`config.mk`:
```
export PLATFORM = sky130hd
export DESIGN_NAME = header_receiver_flat
export DESIGN_NICKNAME = d
export VERILOG_FILES = /design/src/rtl/header_receiver_pkg.sv /design/src/rtl/header_receiver_if.sv /design/src/rtl/header_receiver_inter_byte_timer.sv /design/src/rtl/header_receiver.sv /design/src/flat_wrapper.sv
export SDC_FILE = /design/constraint.sdc
export NUM_CORES = 1
export LEC_CHECK = 0
export CORE_AREA = 2 2 271 273
export CTS_BUF_LIST = sky130_fd_sc_hd__clkbuf_8
export CTS_CLUSTER_DIAMETER = 40
export DETAILED_ROUTE_END_ITERATION = 6
export DIE_AREA = 0 0 273 275
export PLACE_DENSITY = 0.7
export SLEW_MARGIN = 20
export SYNTH_ARGS = -nofsm -noshare
export SYNTH_HDL_FRONTEND = slang
export SYNTH_SLANG_ARGS = --single-unit
```
`constraint.sdc`:
```
create_clock -name clk -period 2.3 [get_ports clk]
set_input_delay 0.46 -clock clk [delete_from_list [all_inputs] [get_ports clk]]
set_output_delay 0.46 -clock clk [all_outputs]
set_load 0.02 [all_outputs]
```
`src/rtl/header_receiver_pkg.sv`:
```
// Shared definitions for the header receiver: defaults, response codes,
// FSM encodings and small arithmetic helpers.
package header_receiver_pkg;

    localparam int         DEF_HEADER_BYTES   = 80;
    localparam logic [7:0] DEF_SYNC_BYTE      = 8'hAA;
    localparam int         DEF_TIMEOUT_CYCLES = 5_000_000;

    localparam logic [7:0] ACK = 8'h06;
    localparam logic [7:0] NAK = 8'h15;

    typedef logic [1:0] state_t;

    localparam state_t ST_IDLE  = 2'd0;
    localparam state_t ST_LOAD  = 2'd1;
    localparam state_t ST_CHECK = 2'd2;
    localparam state_t ST_HOLD  = 2'd3;

    function automatic logic [15:0] sat_inc16(input logic [15:0] value);
        logic [15:0] result;
        if (value == 16'hFFFF) begin
            result = value;
        end else begin
            result = value + 16'd1;
        end
        return result;
    endfunction

endpackage

```
`src/rtl/header_receiver_if.sv`:
```
// Byte-stream input, header handoff and ack/statistics bundle of the header receiver.
interface header_receiver_if import header_receiver_pkg::*; #(
    parameter int HEADER_BYTES = DEF_HEADER_BYTES
);
    logic [7:0]                rx_data;
    logic                      rx_valid;
    logic                      rx_error;
    logic [8*HEADER_BYTES-1:0] header;
    logic                      header_valid;
    logic                      header_ready;
    logic [7:0]                ack_data;
    logic                      ack_valid;
    logic [15:0]               frame_count;
    logic [15:0]               error_count;

    modport slave (
        input  rx_data, rx_valid, rx_error, header_ready,
        output header, header_valid, ack_data, ack_valid, frame_count, error_count
    );

    modport master (
        output rx_data, rx_valid, rx_error, header_ready,
        input  header, header_valid, ack_data, ack_valid, frame_count, error_count
    );
endinterface

```
`src/rtl/header_receiver_inter_byte_timer.sv`:
```
// Idle-gap timer: counts ticks since the last load and flags when the limit is hit.
module inter_byte_timer import header_receiver_pkg::*; #(
    parameter int TIMEOUT_CYCLES = DEF_TIMEOUT_CYCLES
) (
    input  logic clk,
    input  logic rst_n,
    input  logic load,
    input  logic tick,
    output logic expired
);
    localparam int            TW    = $clog2(TIMEOUT_CYCLES + 1);
    localparam logic [TW-1:0] LIMIT = TW'(TIMEOUT_CYCLES);

    logic [TW-1:0] count_r;

    // Saturating gap counter, cleared by load
    always_ff @(posedge clk or negedge rst_n) begin
        if (!rst_n) begin
            count_r <= '0;
        end else if (load) begin
            count_r <= '0;
        end else if (tick && (count_r != LIMIT)) begin
            count_r <= count_r + TW'(1);
        end else begin
            count_r <= count_r;
        end
    end

    assign expired = (count_r == LIMIT);

endmodule

```
`src/rtl/header_receiver.sv`:
```
// Frames a sync-prefixed byte stream into a fixed-length header, verifies the
// XOR checksum, acknowledges the sender and holds the header until accepted.
module header_receiver import header_receiver_pkg::*; #(
    parameter int         HEADER_BYTES   = DEF_HEADER_BYTES,
    parameter logic [7:0] SYNC_BYTE      = DEF_SYNC_BYTE,
    parameter int         TIMEOUT_CYCLES = DEF_TIMEOUT_CYCLES
) (
    input  logic             clk,
    input  logic             rst_n,
    header_receiver_if.slave bus
);
    localparam int            HW        = 8 * HEADER_BYTES;
    localparam int            BW        = $clog2(HEADER_BYTES + 1);
    localparam logic [BW-1:0] LAST_BYTE = BW'(HEADER_BYTES - 1);

    state_t          state_r;
    logic [BW-1:0]   byte_cnt_r;
    logic [7:0]      xor_r;
    logic [HW-1:0]   header_r;
    logic            header_valid_r;
    logic [7:0]      ack_data_r;
    logic            ack_valid_r;
    logic [15:0]     frame_count_r;
    logic [15:0]     error_count_r;

    logic            in_frame_s;
    logic            byte_s;
    logic            abort_s;
    logic            expired_s;
    logic            timer_load_s;

    // Event decode; a framing error always beats a simultaneous byte
    always_comb begin
        in_frame_s   = (state_r == ST_LOAD) || (state_r == ST_CHECK);
        byte_s       = bus.rx_valid && !bus.rx_error;
        abort_s      = in_frame_s && (bus.rx_error || (expired_s && !bus.rx_valid));
        timer_load_s = bus.rx_valid || !in_frame_s;
    end

    inter_byte_timer #(
        .TIMEOUT_CYCLES(TIMEOUT_CYCLES)
    ) u_timer (
        .clk     (clk),
        .rst_n   (rst_n),
        .load    (timer_load_s),
        .tick    (in_frame_s),
        .expired (expired_s)
    );

    // Frame FSM with header shift register, checksum and statistics
    always_ff @(posedge clk or negedge rst_n) begin
        if (!rst_n) begin
            state_r        <= ST_IDLE;
            byte_cnt_r     <= '0;
            xor_r          <= 8'h00;
            header_r       <= '0;
            header_valid_r <= 1'b0;
            ack_data_r     <= 8'h00;
            ack_valid_r    <= 1'b0;
            frame_count_r  <= 16'h0000;
            error_count_r  <= 16'h0000;
        end else begin
            ack_valid_r <= 1'b0;
            case (state_r)
                ST_IDLE: begin
                    if (byte_s && (bus.rx_data == SYNC_BYTE)) begin
                        state_r    <= ST_LOAD;
                        byte_cnt_r <= '0;
                        xor_r      <= 8'h00;
                    end
                end
                ST_LOAD: begin
                    if (abort_s) begin
                        state_r       <= ST_IDLE;
                        error_count_r <= sat_inc16(error_count_r);
                    end else if (byte_s) begin
                        header_r <= {header_r[HW-9:0], bus.rx_data};
                        xor_r    <= xor_r ^ bus.rx_data;
                        if (byte_cnt_r == LAST_BYTE) begin
                            state_r    <= ST_CHECK;
                            byte_cnt_r <= '0;
                        end else begin
                            byte_cnt_r <= byte_cnt_r + BW'(1);
                        end
                    end
                end
                ST_CHECK: begin
                    if (abort_s) begin
                        state_r       <= ST_IDLE;
                        error_count_r <= sat_inc16(error_count_r);
                    end else if (byte_s) begin
                        ack_valid_r <= 1'b1;
                        if (bus.rx_data == xor_r) begin
                            state_r        <= ST_HOLD;
                            header_valid_r <= 1'b1;
                            ack_data_r     <= ACK;
                            frame_count_r  <= sat_inc16(frame_count_r);
                        end else begin
                            state_r       <= ST_IDLE;
                            ack_data_r    <= NAK;
                            error_count_r <= sat_inc16(error_count_r);
                        end
                    end
                end
                ST_HOLD: begin
                    // Input traffic is deliberately ignored until the header is taken
                    if (header_valid_r && bus.header_ready) begin
                        state_r        <= ST_IDLE;
                        header_valid_r <= 1'b0;
                    end
                end
                default: begin
                    state_r        <= ST_IDLE;
                    header_valid_r <= 1'b0;
                end
            endcase
        end
    end

    assign bus.header       = header_r;
    assign bus.header_valid = header_valid_r;
    assign bus.ack_data     = ack_data_r;
    assign bus.ack_valid    = ack_valid_r;
    assign bus.frame_count  = frame_count_r;
    assign bus.error_count  = error_count_r;

endmodule

```
`src/flat_wrapper.sv`:
```
// flat-port wrapper written by rule: the top's interface ports become plain ports
module header_receiver_flat import header_receiver_pkg::*;
#(
    parameter int         HEADER_BYTES   = DEF_HEADER_BYTES,
    parameter logic [7:0] SYNC_BYTE      = DEF_SYNC_BYTE,
    parameter int         TIMEOUT_CYCLES = DEF_TIMEOUT_CYCLES
)
  (clk, rst_n, bus_rx_data, bus_rx_valid, bus_rx_error, bus_header_ready, bus_header, bus_header_valid, bus_ack_data, bus_ack_valid, bus_frame_count, bus_error_count);
  header_receiver_if #(.HEADER_BYTES(HEADER_BYTES)) bus_i ();
  input  logic clk;
  input  logic rst_n;
  input wire logic [$bits(bus_i.rx_data)-1:0] bus_rx_data;
  input wire logic [$bits(bus_i.rx_valid)-1:0] bus_rx_valid;
  input wire logic [$bits(bus_i.rx_error)-1:0] bus_rx_error;
  input wire logic [$bits(bus_i.header_ready)-1:0] bus_header_ready;
  output wire logic [$bits(bus_i.header)-1:0] bus_header;
  output wire logic [$bits(bus_i.header_valid)-1:0] bus_header_valid;
  output wire logic [$bits(bus_i.ack_data)-1:0] bus_ack_data;
  output wire logic [$bits(bus_i.ack_valid)-1:0] bus_ack_valid;
  output wire logic [$bits(bus_i.frame_count)-1:0] bus_frame_count;
  output wire logic [$bits(bus_i.error_count)-1:0] bus_error_count;
  assign bus_i.rx_data = bus_rx_data;
  assign bus_i.rx_valid = bus_rx_valid;
  assign bus_i.rx_error = bus_rx_error;
  assign bus_i.header_ready = bus_header_ready;
  assign bus_header = bus_i.header;
  assign bus_header_valid = bus_i.header_valid;
  assign bus_ack_data = bus_i.ack_data;
  assign bus_ack_valid = bus_i.ack_valid;
  assign bus_frame_count = bus_i.frame_count;
  assign bus_error_count = bus_i.error_count;
  header_receiver #(.HEADER_BYTES(HEADER_BYTES), .SYNC_BYTE(SYNC_BYTE), .TIMEOUT_CYCLES(TIMEOUT_CYCLES)) u_core (.clk(clk), .rst_n(rst_n), .bus(bus_i));
endmodule
```
==> qor.csv, run 1 <==
metric;value;unit
status;completed;
adder-cell share of the synthesized area;0.4074;%
Tightest Hold Check Type;input pin to asynchronous set/reset pin;
post-synthesis sequential area ratio;64.91;%
clock buffer depth;3;
I/O Buffers;690;
Worst Setup Start Kind;register;
initial antenna violation count;2;
vias in the first global route;18880;
Tcrit/Tclk final;96.16;%
unrepaired setup endpoints after global routing;true;
TritonCTS Buffers;130;
final core utilization;53.35;%
total power;32.10;mW
CTS tree;built;
Mapped Area;27640;µm²
CP delay by family, top;buffers and inverters;
global routing usage on met1;23.10;%
Post-Synth XOR/XNOR Area;1.616;%
Pre-antenna DRT Iters;5;
met2 GRT Util;34.72;%
initial drt markers;858;
via count;17850;
mux cell area share after synthesis;26.28;%
WS Path Type;register to primary output;
Setup TNS;0;ns
pin count of the biggest net entering global routing;98;
antenna-violating nets left;0;
Hold WS;0.2263;ns
endpoints failing hold;0;
Initial Util;38.21;%
Tightest Pin Transition;0.6497;ns
DRC viols;0;
largest family of logic cells by synthesized area;multiplexers;
Worst setup EP type;primary output;
syn_area_per_cell;15.68;µm²
Compound-Gate Fraction of Synth Area;1.399;%
GRT Total Usage;20.05;%
number of synthesized flops with an enable pin;0;
Syn. warnings;0;
Core Rows;99;
Max VDD drop;787.4;µV
final wirelength;76.51;mm
Power Internal;23.02;mW
Seq cells post-synth;717;
CP max stage cell;clkdlybuf4s50_1;
clock share of power;38.4;%
P&R area growth vs syn;39.61;%
GR peak layer;met2;
Post-synth ARST share;100.0;%
clk sinks;717;
detailed placement HPWL;56.96;mm
max_slew headroom;56.68;%
Data arrival, critical path;1.75;ns
grt total ovfl;0;
gp weighted congestion;0.8590;
CTS HTree Levels;4;
CP required;1.84;ns
placed cell count;3426;
fin cells;3657;
cells along the critical path;clkdlybuf4s50_1;
first-pass GRT wire length;115.7;mm
combinational power share;17.7;%
IO Pins;695;
sequential share of power;43.9;%
PD cells;831.9;nW/µm²
commonest non-fill, non-tap cell in the layout;dfrtp_1;
top_reg_cell synth;dfrtp_1;
Setup Skew;0.04111;ns
FMAX;452.1;MHz
switching pwr;9.078;mW
die height;275;µm
Synth Instances;1763;
CTS Root Cell;clkbuf_8;
grt met3 use;7.175;%
Yosys cell types;54;
clock latency on the worst-skew pair;0.76;ns
die width;273;µm
crit path buf inv count;1;
Synth Area in Simple Gates;3.576;%
critical path peak fanout;3;
most frequent cells in the layout;dfrtp_1 (716), mux2_2 (642), dlygate4sd2_1 (473), clkdlybuf4s50_1 (175), clkbuf_8 (157);
Clk pin slew, worst setup/hold paths;0.06;ns
Final Setup Violations;0;
drt via density;4.880;
Leak Pwr;21.77;nW
# nets final;2624;
fin. max-slew vios;0;
layout cell share with drive strength beyond 1;35.10;%
minimum clock period after layout;2.212;ns
crit-path max cell delay;0.62;ns
max cap viols;0;
die area;75080;µm²
Sw Ratio;28.28;%
area of the core;72340;µm²
per-cell routed wire length;20.92;µm
per-stage QoR:
stage	setup WS, ns	area (µm²)
global route	-0.01217	38580
global placement	-0.4070	36290
floorplan	0.06990	27650
detailed placement	-0.4516	36290
finish	0.08832	38590
CTS	0.00006473	38460
repair_timing:
item / CTS / global route
hold buffers: 1 / 0
buffers inserted: 1 / 1
setup endpoints to repair: 489 / 59
endpoints found under the hold margin: 294 / 0
resized for setup: 481 / 44
pin swaps: 1 / 3
synth_stat cells, types with 3 or more instances:
library cell  number  area share (%)
o211ai_1           3           0.081
nand4_1           16            0.36
o21ai_0           26            0.47
o2111ai_1          3           0.095
buf_4              5            0.14
nor3_1            11            0.20
a21oi_1           12            0.22
xor2_1            15            0.48
buf_2             63             1.1
nor4bb_1           3            0.11
nor2_1            34            0.46
xnor2_1           36             1.1
clkbuf_1          12            0.16
nand2b_1          14            0.32
mux2_2           642              26
nor4_1             3           0.068
dfrtp_1          717              65
inv_1             18            0.24
nand3_2            4            0.14
and3_1             8            0.18
ha_1               9            0.41
buf_1              4           0.054
and4_1             5            0.16
nand3_1           20            0.36
a21o_1             3           0.081
nand2_1           34            0.46
o31ai_1            3           0.081
or3_1              9            0.20
power groups by stage:
stage	clock [mW]	combinational (mW)	sequential, mW
global placement	0	5.80	14.3
detailed placement	0	5.94	14.3
global route	13.3	6.04	14.2
floorplan	0	2.55	14.9
CTS	12.7	5.73	14.1
finish	12.3	5.69	14.1
layout make-up:
type | count | area, µm²
fill | 6197 | 33750
clock buffer | 157 | 2161
antenna | 3 | 7.507
tap | 959 | 1200
inverter | 18 | 67.56
multi-input combinational | 946 | 9264
sequential | 717 | 17940
timing repair buffer | 789 | 7401
clock inverter | 68 | 545.5
layer usage:
| layer | vias up | wire length [µm] |
|---|---|---|
| met5 | - | 0 |
| met4 | 0 | 1900 |
| met3 | 120 | 6213 |
| met2 | 615 | 39100 |
| met1 | 9147 | 29290 |
| li1 | 7963 | - |
flip-flops by register name (all words and copies together), names as in the netlist:
register,cells
u_core.state_r,2
u_core.bus.frame_count,16
u_core.bus.ack_data,3
u_core.bus.ack_valid,1
u_core.byte_cnt_r,7
u_core.bus.error_count,16
u_core.bus.header_valid,1
u_core.bus.header,640
u_core.xor_r,8
u_core.u_timer.count_r,23
cell families after synthesis:
family | Yosys count
other cells | 1
mux | 645
buf+inv | 103
xor+xnor | 51
flops | 717
simple gates | 176
fa+ha+maj | 9
compound gates | 61
worst paths after layout:
path                                                  from  slack, ns                         end  cells after the start
max in group asynchronous                            rst_n       1.07      u_core.bus.header[602]                      3
worst min-delay path                                 rst_n       0.23      u_core.bus.header[610]                      2
worst max-delay path                 u_core.bus.header[11]       0.09              bus_header[11]                      1
worst max register to register   u_core.bus.error_count[1]       0.11   u_core.bus.error_count[1]                      6
worst min register to register  u_core.bus.frame_count[13]       0.49  u_core.bus.frame_count[13]                      1
min in group clk                          bus_header_ready       0.37     u_core.bus.header_valid                      3
(Power assumes the default switching activity.)
==> inputs of run 2 (changes only) <==
- SKIP_LAST_GASP: unset -> 1
==> qor.csv, run 2 (synthesized netlist as in run 1, its figures left out) <==
metric;value;unit;change
vias in the first global route;18880;;unchanged
cell area after layout;38590;µm²;unchanged
FF-to-FF path depth;6;;unchanged
final wirelength;76.47;mm;about the same
Reg-to-Reg End;u_core.bus.error_count[1];;
endpoints failing hold;0;;unchanged
die width;273;µm;unchanged
CTS Root Cell;clkbuf_8;;
Initial Util;38.21;%;unchanged
die area;75080;µm²;unchanged
Setup WS pre-CTS;-0.4516;ns;unchanged
reg-to-reg setup timing slack;0.11;ns;about the same
Tcrit/Tclk final;96.19;%;about the same
Leak Pwr;21.77;nW;unchanged
Data arrival, critical path;1.75;ns;about the same
layout cell share with drive strength beyond 1;35.10;%;unchanged
Max VDD drop;786.6;µV;-0.11%
max_slew headroom;56.70;%;about the same
GRT Total Usage;20.05;%;unchanged
fill count;6196;;-0.016%
CTS HTree Levels;4;;unchanged
CP required;1.84;ns;about the same
area of the core;72340;µm²;unchanged
P&R area growth vs syn;39.61;%;unchanged
CTS tree;built;;
Worst setup EP type;primary output;;
unrepaired setup endpoints after global routing;true;;
gp weighted congestion;0.8590;;unchanged
pin count of the biggest net entering global routing;98;;unchanged
clk sinks;717;;unchanged
Worst Setup Start Kind;register;;
TritonCTS Buffers;130;;unchanged
crit path to;bus_header[11];;
per-cell routed wire length;20.91;µm;about the same
most frequent cells in the layout;dfrtp_1 (716), mux2_2 (642), dlygate4sd2_1 (473), clkdlybuf4s50_1 (175), clkbuf_8 (157);;
first-pass GRT wire length;115.7;mm;unchanged
detailed placement HPWL;56.96;mm;unchanged
Final Setup Violations;0;;unchanged
FMAX;452.0;MHz;about the same
Largest register FFs;640;;unchanged
I/O Buffers;690;;unchanged
final core utilization;53.35;%;unchanged
commonest non-fill, non-tap cell in the layout;dfrtp_1;;
FF+latch area;17940;µm²;unchanged
DP Area;36290;µm²;unchanged
crit-path max cell delay;0.62;ns;about the same
critical path depth in cells;1;;unchanged
cells along the critical path;clkdlybuf4s50_1;;
initial drt markers;863;;+0.58%
Setup Skew;0.04130;ns;+0.0001867 ns
antenna-violating nets left;0;;unchanged
Tightest Pin Transition;0.6495;ns;-0.0002053 ns
Setup TNS;0;ns;unchanged
fin cells;3657;;unchanged
die height;275;µm;unchanged
clock latency on the worst-skew pair;0.76;ns;about the same
total power;32.10;mW;about the same
drt via density;4.874;;-0.11%
fin. max-slew vios;0;;unchanged
clock buffer depth;3;;unchanged
Pre-antenna DRT Iters;7;;+2
DRC viols;0;;unchanged
IO Pins;695;;unchanged
critical path peak fanout;3;;unchanged
grt total ovfl;0;;unchanged
placed cell count;3426;;unchanged
final worst slack;0.08758;ns;-0.0007422 ns
Hold WS;0.2256;ns;-0.0006460 ns
status;completed;;
worst r2r src;u_core.bus.error_count[1];;
Core Rows;99;;unchanged
Tightest Hold Check Type;input pin to asynchronous set/reset pin;;
WS Path Type;register to primary output;;
minimum clock period after layout;2.212;ns;+0.0007422 ns
Worst Setup SP;u_core.bus.header[11];;
PD cells;831.9;nW/µm²;about the same
# nets final;2624;;unchanged
initial antenna violation count;2;;unchanged
via count;17830;;-0.11%
CP max stage cell;clkdlybuf4s50_1;;
Clk pin slew, worst setup/hold paths;0.06;ns;about the same
CP delay by family, top;buffers and inverters;;
crit path buf inv count;1;;unchanged
max cap viols;0;;unchanged
multi-input logic area;9264;µm²;unchanged
run 2: what timing repair did:
item | in CTS | in global routing
setup endpoints to repair | 489 | 59
hold buffers | 1 | 0
hold endpoints to repair | 294 | 0
buffers inserted | 1 | 1
pin swaps | 1 | 3
gates resized for setup | 481 | 44
run 2: area by class of cell:
| cell class | count | area share [%] |
|---|---|---|
| clock inverters | 68 | 1.414 |
| repair buffers | 789 | 19.18 |
| multi-input cells | 946 | 24.01 |
| inverters | 18 | 0.1751 |
| clock buffers | 157 | 5.600 |
| diodes | 3 | 0.01945 |
| flip-flops and latches | 717 | 46.50 |
| well taps | 959 | 3.109 |
run 2: power by group:
group	leakage [nW]	switching [mW]	internal (mW)
clock network	1.53	5.33	7.01
registers	9.92	0.678	13.4
logic	10.3	3.07	2.61
run 2: worst min path at each step:
| stage | start | end | slack, ns |
|---|---|---|---|
| finish | rst_n | u_core.bus.header[610] | 0.23 |
| global route | rst_n | u_core.bus.header[84] | 0.20 |
| CTS | rst_n | u_core.bus.header[610] | 0.15 |
| detailed placement | rst_n | u_core.bus.header[610] | 0.40 |
| global placement | rst_n | u_core.bus.header[610] | 0.40 |
| floorplan | rst_n | u_core.bus.ack_data[0] | 0.16 |
run 2: layer usage:
metal	global-route usage (%)	up-vias	routed length (µm)
li1	-	7963	-
met1	23.10	9138	29330
met2	34.72	602	39180
met3	7.175	122	6059
met4	6.658	0	1896
met5	0	-	0
